<file path="src/rtl/temp_sample_scheduler.sv">
// temp_sample_scheduler
//   Periodically starts a TMP101 read, waits for the reader's Done rising
//   edge, captures the temperature byte and maintains latest / 4-sample
//   average / min / max / count. Optional over-temperature alarm with
//   hysteresis is compiled in with `define TEMP_ALARM_EN.
//
// Ports
//   Clock, Reset       system clock, async active-high reset
//   Enable             level, periodic sampling every SampleInterval cycles
//   ReadNow            one-cycle request for an immediate read
//   Done, ReceivedData reader handshake (Done is a level, only rising edges count)
//   StartRead          one-cycle start pulse to the reader
//   Busy               read in flight (StartRead .. capture/timeout)
//   SampleValid        one-cycle pulse when the statistics below update
//   Temperature, Average, MaxTemp, MinTemp  signed 8-bit statistics
//   SampleCount        captured samples, saturating at 255
//   TimeoutFlag        sticky read-timeout flag, cleared by next capture
//   Alarm              over-temperature flag (0 when TEMP_ALARM_EN undefined)
module temp_sample_scheduler #(
    parameter int unsigned SampleInterval = 75000000,
    parameter int unsigned DoneTimeout    = 7500000
`ifdef TEMP_ALARM_EN
    ,
    parameter logic signed [7:0] AlarmHigh = 8'sd40,
    parameter logic [7:0]        AlarmHyst = 8'd2
`endif
) (
    input  logic       Clock,
    input  logic       Reset,
    input  logic       Enable,
    input  logic       ReadNow,
    input  logic       Done,
    input  logic [7:0] ReceivedData,
    output logic       StartRead,
    output logic       Busy,
    output logic       SampleValid,
    output logic [7:0] Temperature,
    output logic [7:0] Average,
    output logic [7:0] MaxTemp,
    output logic [7:0] MinTemp,
    output logic [7:0] SampleCount,
    output logic       TimeoutFlag,
    output logic       Alarm
);

    localparam int IW = (SampleInterval > 1) ? $clog2(SampleInterval) : 1;
    localparam int TW = (DoneTimeout > 1) ? $clog2(DoneTimeout) + 1 : 2;
    localparam logic [IW-1:0] ILAST = IW'(SampleInterval - 1);
    localparam logic [TW-1:0] TLAST = TW'(DoneTimeout - 1);

    typedef enum logic [2:0] {IDLE, WAIT_TICK, START, WAIT_DONE, CAPTURE} state_t;

    state_t          state, next;
    logic [IW-1:0]   tick_cnt;
    logic [TW-1:0]   to_cnt;
    logic            doneq;
    logic [7:0]      sample;
    logic [3:0][7:0] hist;
    logic            have_hist;
    logic [3:0][7:0] new_hist;
    logic signed [9:0] sum;
    logic signed [9:0] avg_shr;
    logic            done_rise;
    logic            timeout;

    // doneq simply trails Done by one cycle; in the first WAIT_DONE cycle it
    // therefore holds the level seen during START, so a Done already high
    // when the read starts never counts as an edge.
    assign done_rise = (state == WAIT_DONE) && !doneq && Done;
    assign timeout   = (state == WAIT_DONE) && !done_rise && (to_cnt == TLAST);

    always_comb begin
        next = state;
        case (state)
            IDLE:      if (ReadNow) next = START;
                       else if (Enable) next = WAIT_TICK;
            WAIT_TICK: if (ReadNow) next = START;
                       else if (!Enable) next = IDLE;
                       else if (tick_cnt == ILAST) next = START;
            START:     next = WAIT_DONE;
            WAIT_DONE: if (done_rise) next = CAPTURE;
                       else if (timeout) next = Enable ? WAIT_TICK : IDLE;
            CAPTURE:   next = Enable ? WAIT_TICK : IDLE;
            default:   next = IDLE;
        endcase
    end

    // First sample primes the whole history so the average is meaningful
    // immediately.
    always_comb begin
        new_hist = have_hist ? {hist[2:0], sample} : {4{sample}};
        sum = '0;
        for (int i = 0; i < 4; i++)
            sum = sum + {{2{new_hist[i][7]}}, new_hist[i]};
        avg_shr = sum >>> 2;
    end

    always_ff @(posedge Clock or posedge Reset) begin
        if (Reset) begin
            state       <= IDLE;
            tick_cnt    <= '0;
            to_cnt      <= '0;
            doneq       <= 1'b0;
            sample      <= '0;
            hist        <= '0;
            have_hist   <= 1'b0;
            StartRead   <= 1'b0;
            Busy        <= 1'b0;
            SampleValid <= 1'b0;
            Temperature <= '0;
            Average     <= '0;
            MaxTemp     <= '0;
            MinTemp     <= '0;
            SampleCount <= '0;
            TimeoutFlag <= 1'b0;
        end else begin
            state       <= next;
            tick_cnt    <= (state == WAIT_TICK && next == WAIT_TICK) ? tick_cnt + 1'b1 : '0;
            to_cnt      <= (state == WAIT_DONE) ? to_cnt + 1'b1 : '0;
            doneq       <= Done;
            StartRead   <= (next == START);
            SampleValid <= (state == CAPTURE);

            if (next == START) Busy <= 1'b1;
            else if (state == CAPTURE || timeout) Busy <= 1'b0;

            if (done_rise) sample <= ReceivedData;
            if (timeout) TimeoutFlag <= 1'b1;

            if (state == CAPTURE) begin
                Temperature <= sample;
                TimeoutFlag <= 1'b0;
                hist        <= new_hist;
                have_hist   <= 1'b1;
                Average     <= avg_shr[7:0];
                if (SampleCount != 8'hFF) SampleCount <= SampleCount + 8'd1;
                if (!have_hist || $signed(sample) > $signed(MaxTemp)) MaxTemp <= sample;
                if (!have_hist || $signed(sample) < $signed(MinTemp)) MinTemp <= sample;
            end
        end
    end

`ifdef TEMP_ALARM_EN
    localparam logic signed [8:0] ALARM_SET = 9'(AlarmHigh);
    localparam logic signed [8:0] ALARM_CLR = 9'(AlarmHigh) - $signed({1'b0, AlarmHyst});
    logic signed [8:0] sample_x;
    assign sample_x = {sample[7], sample};

    always_ff @(posedge Clock or posedge Reset) begin
        if (Reset) Alarm <= 1'b0;
        else if (state == CAPTURE) begin
            if (sample_x >= ALARM_SET) Alarm <= 1'b1;
            else if (sample_x <= ALARM_CLR) Alarm <= 1'b0;
        end
    end
`else
    assign Alarm = 1'b0;
`endif

endmodule
</file>
<file path="config.mk">
export PLATFORM = sky130hd
export DESIGN_NAME = temp_sample_scheduler
export DESIGN_NICKNAME = d
export VERILOG_FILES = /design/src/rtl/temp_sample_scheduler.sv
export SDC_FILE = /design/constraint.sdc
export NUM_CORES = 1
export LEC_CHECK = 0
export ABC_AREA = 1
export CAP_MARGIN = 0
export CORE_UTILIZATION = 45
export CTS_CLUSTER_DIAMETER = 150
export DETAILED_ROUTE_END_ITERATION = 10
export GPL_ROUTABILITY_DRIVEN = 1
export PLACE_DENSITY = 0.61
export SKIP_CTS_REPAIR_TIMING = 1
export SYNTH_ARGS = -nofsm -noshare
export SYNTH_HDL_FRONTEND = slang
export SYNTH_SLANG_ARGS = --single-unit
</file>
<file path="constraint.sdc">
create_clock -name Clock -period 6 [get_ports Clock]
set_input_delay 1.8 -clock Clock [delete_from_list [all_inputs] [get_ports Clock]]
set_output_delay 1.8 -clock Clock [all_outputs]
set_load 0.02 [all_outputs]
</file>
== Word level (Yosys, flattened, before mapping) ==
Index checks and enable logic that the tools add are counted.

* Register bits: 132
* Bits of input ports: 13
* Word-level logic and storage cells: 68

* Add/subtract/negate cells: 6
* Order comparisons: 2
* Eq/ne operators: 9
* Multiplexer cells: 16
* Reduce and logical (&&, ||, !) cells: 17

{| class="wikitable"
|+ Operators with widths
! cell !! number
|-
| 2-to-1 mux 32 bit || 1
|-
| adder 27 x 1 -> 27 bit (second input constant) || 1
|-
| equality test 27 bit (second input constant) || 1
|-
| 2-to-1 mux 27 bit || 1
|-
| adder 24 x 1 -> 24 bit (second input constant) || 1
|-
| equality test 24 x 23 -> 1 bit (second input constant) || 1
|-
| 2-to-1 mux 24 bit || 1
|-
| 2-to-1 mux 3 bit || 7
|-
| case mux 3 bit (5 select lines) || 1
|-
| adder 10 bit || 1
|-
| adder 9 x 8 -> 10 bit || 1
|-
| adder 8 x 8 -> 9 bit || 1
|-
| equality test 3 x 2 -> 1 bit (second input constant) || 3
|-
| adder 8 x 1 -> 8 bit (second input constant) || 1
|-
| > comparator 8 bit || 1
|-
| < comparator 8 bit || 1
|-
| != test 8 bit (second input constant) || 1
|-
| equality test 3 x 1 -> 1 bit (second input constant) || 2
|-
| AND reduction 2 bit || 3
|-
| logical AND 1 bit || 5
|-
| 2-to-1 mux 1 bit || 5
|-
| nonzero test 2 bit || 2
|-
| equality test 3 bit (second input constant) || 1
|-
| zero test 1 bit || 3
|-
| 2 further kinds || 4
|}

== Logic depth before layout (Yosys ltp) ==
* Depth after elaboration: 12
* Mapped depth: 16
* Mapped depth without buffers: 16

== Least setup slack after synthesis ==
OpenSTA, ideal clock, no wires.

* Kind: register -> register
* Start: reg have_hist
* End: reg Average[5]
* Library setup time: 83 ps
* Data arrival time: 3096 ps
* Data required time: 5917 ps
* Path slack: 2821 ps
* Stages on the path, launching flop included: 16
* Path buffers: 2
* Clock period less this slack: 3179 ps
* Cell sequence: dfrtp_1 > buf_2 > buf_1 > a21oi_1 > fa_1 > fa_1 > nor2_1 > nand2_1 > fa_1 > nand3b_1 > nand2_1 > nand2_1 > nand2_1 > a21oi_1 > xor2_1 > o21ai_0

* Longest elaborated chain between the ends: 4

{| class="wikitable"
|+ RTL lines
! item !! line !! RTL
|-
| start: declaration || 59 || <nowiki>logic have_hist;</nowiki>
|-
| start signal: assignment || 106 || <nowiki>have_hist <= 1'b0;</nowiki>
|-
| start signal: assignment || 134 || <nowiki>have_hist <= 1'b1;</nowiki>
|-
| 2-to-1 mux 32 bit (*) || 91 || <nowiki>new_hist = have_hist ? {hist[2:0], sample} : {4{sample}};</nowiki>
|-
| adder 8 x 8 -> 9 bit || 94 || <nowiki>sum = sum + {{2{new_hist[i][7]}}, new_hist[i]};</nowiki>
|-
| adder 9 x 8 -> 10 bit || 94 ||
|-
| adder 10 bit (*) || 94 ||
|-
| end signal: assignment || 135 || <nowiki>Average <= avg_shr[7:0];</nowiki>
|-
| end: declaration || 38 || <nowiki>output logic [7:0] Average,</nowiki>
|}

Mark *: on every way between the ends. The rest lies on a longest branch, timed or not.
A chain may end at the register's enable or synchronous reset.

==> impl_metrics.tcl <==
set metrics [dict create \
    critPathTopFamily "adder cells" \
    synth.area.top_cells "dfrtp_1 42%, nand2_1 13%, inv_1 5.9%" \
    die_y_um 130 \
    power_density_mw_per_mm2 595 \
    ys_ff_latch 124 \
    drt_iter0_drc 431 \
    yosysWarnings 0 \
    hold_path_depth 2 \
    ir_drop_mv 0.397 \
    hold_viol_final 0 \
    grt_start_max_net_pins 78 \
    skew_ps 7.91 \
    fin_util 0.543 \
    hold_path_class "flip-flop to flip-flop" \
    antenna_found_initial 0 \
    slowest_delay_ps 830 \
    start_util 0.461 \
    portBuffers 56 \
    crit_path_end_kind "flip-flop" \
    worst_pin_slew_ps 938 \
    fin_nets 1039 \
    cts_tree "done" \
    syn_avg_cell_area_sq_um 7.85 \
    fillers 1484 \
    vias 5934 \
    clk-insertion-delay-late_ps 410 \
    r2r_end "Average[7]$_DFFE_PP0P_" \
    core-area_sq_mm 0.0159 \
    tns_ps 0 \
    worstPathCellList "inv_1 > o21ai_0 > fa_1 > fa_1 > ha_1 > inv_1 > nor3_1 > nand2_1 > nand3_1 > xor2_1 > o21ai_0" \
    crit_start "have_hist$_DFFE_PP0P_" \
    ys_types 43 \
    rsz0062_at_grt "no" \
    min-delay-start "Average[2]$_DFFE_PP0P_" \
    grt-ovfl-total 0 \
    first_global_vias 5687 \
    hold_path_end "Average[2]$_DFFE_PP0P_" \
    numCtsBuffers 17 \
    fmax_ghz 0.265 \
    p_leak_nw 3.90 \
    cts_root_buf "clkbuf_16" \
    viasPerCell 4.90 \
    dr.pass1.iters 7 \
    worstSetupPathType "flip-flop to flip-flop" \
    routed_wl_mm 15.9 \
    whs_ps 489 \
    clockBufferDepth 2 \
    fp-row-count 46 \
    synth.net_count 987 \
    ff2ff_path_depth 11 \
    slowest_stage "dfrtp_1" \
    grt_usage 0.207 \
    setup_viol 0 \
    start_kind "flip-flop" \
    synth_area_leader_cell "dfrtp_1" \
    synth_async_sr_flop_share 1.00 \
    relSlewSlack 0.375 \
    grt_first_pass_wirelength_mm 27.2 \
    seq_area_frac_synth 0.424 \
    critical_path_peak_fanout 28 \
    min_period_ps 3770 \
    synth-main-ff-cell "dfrtp_1" \
    r2r_start "have_hist$_DFFE_PP0P_" \
    chipWidth_um 130 \
    cts.clk_slew.worst_paths_ps 60 \
    max_cap_viol_count 0 \
    drive_above_1_share 0.0624 \
    detail-route-antenna-nets 0 \
    worstPathRequired_ps 6250 \
    synth_top_area_share 0.424 \
    clock_sinks 124 \
    antenna-diode-count 0 \
    ff2ff_setup_slack_ps 2230 \
    finalCritPeriodShare 0.628 \
    gp_congestion 0.850 \
    synthCells 932 \
    htree_levels 4 \
    num_io_pins 58 \
    synthToLayoutAreaGrowth_pct 17.8 \
    crit_arrival_ps 4020 \
    place_hpwl_mm 11.3 \
    synthesis.area_sq_mm 0.00732 \
    synth_edf_count 0 \
    final_max_slew_viol_count 0 \
    status "complete, no violations" \
    drc 0 \
    routedWlPerCell_um 13.1 \
    fp.dieArea_sq_mm 0.0168 \
    path_buf_inv 2 \
]
-- where the power goes --
group | total [mW] | internal, mW | switching [mW]
clock network | 1.07 | 0.707 | 0.360
logic | 2.82 | 1.15 | 1.67
registers | 1.25 | 1.04 | 0.206
total | 5.13 | 2.89 | 2.24
-- cells by family after synthesis --
family                     synth area share
AOI/OAI and AO/OA                    0.0755
DFF                                   0.424
xor gates and xnor gates             0.0311
other                              0.000512
and+or+nand+nor                       0.297
buffers and inverters                0.0832
adders and majority gates            0.0892
-- worst register-to-register path: cells and delay by family (launching register included) --
family	cells	cell delay, ps
AOI/OAI and AO/OA	2	450
xor gates and xnor gates	1	140
adders and majority gates	3	1440
buffers and inverters	2	410
DFF	1	830
and+or+nand+nor	3	340
-- flip-flops by register name (all words and copies together), names as in the netlist --
name	flops
tick_cnt	27
sample	8
SampleCount	8
SampleValid	1
hist	16
Busy	1
have_hist	1
MinTemp	8
Temperature	8
StartRead	1
MaxTemp	8
doneq	1
TimeoutFlag	1
state	3
Average	8
to_cnt	24
-- layout by cell type (no fill, tap or decap), drive strengths merged, types with 10 or more instances in the layout --
cell type / netlist / final
nor3: 32 / 32
fa: 17 / 17
dfrtp: 124 / 124
nor3b: 10 / 10
nand3: 45 / 45
nand4: 16 / 16
clkbuf: 9 / 21
a21oi: 40 / 40
xor2: 17 / 17
ha: 25 / 25
nor2: 117 / 117
o21ai: 55 / 55
clkdlybuf4s50: 0 / 56
inv: 120 / 120
nand2: 251 / 251
-- per-stage QoR --
stage          power, mW  cells  setup slack (ps)  cell area [sq um]
2_1_floorplan       3.35    932               901               7320
3_3_place_gp        4.02   1181              2360               8020
3_5_place_dp        4.02   1181              2280               8020
4_1_cts             5.18   1210              2250               8630
5_1_grt             5.65   1210              1910               8630
6_report            5.13   1210              2230               8630
-- area by class of cell --
cell class	instances	area [sq um]	share of cell area
multi-input combinational	661	3610	0.418
clock buffer	21	460	0.0534
sequential	124	3100	0.360
tap	216	270	0.0313
clock inverter	8	143	0.0165
timing repair buffer	59	583	0.0676
inverter	121	458	0.0531
-- Yosys cell counts (all sizes together), types with 3 or more instances --
cell	n
xnor2	9
o21ai	55
xor2	17
or2	3
buf	17
inv	120
nor4	9
ha	25
nor3	32
a31oi	5
nor2	117
a21oi	40
dfrtp	124
nand2	251
clkbuf	9
nand4	16
nand3	45
fa	17
nor3b	10
-- how the worst max path moves through the flow --
stage               slack (ps)  cells past startpoint                     end
detailed placement        2280                     14  Average[5]$_DFFE_PP0P_
CTS                       2250                     11  Average[7]$_DFFE_PP0P_
global placement          2360                     11  Average[7]$_DFFE_PP0P_
finish                    2230                     11  Average[7]$_DFFE_PP0P_
global route              1910                     14  Average[5]$_DFFE_PP0P_
floorplan                  900                      1  Average[0]$_DFFE_PP0P_
-- metal layers --
| metal | global-route usage | vias to the layer above | wire length, um |
|---|---|---|---|
| li1 | - | 3074 | - |
| met1 | 0.296 | 2745 | 8150 |
| met2 | 0.313 | 97 | 6890 |
| met3 | 0.0524 | 18 | 658 |
| met4 | 0.0513 | 0 | 164 |
| met5 | 0 | - | 0 |
(Power assumes the default switching activity.)
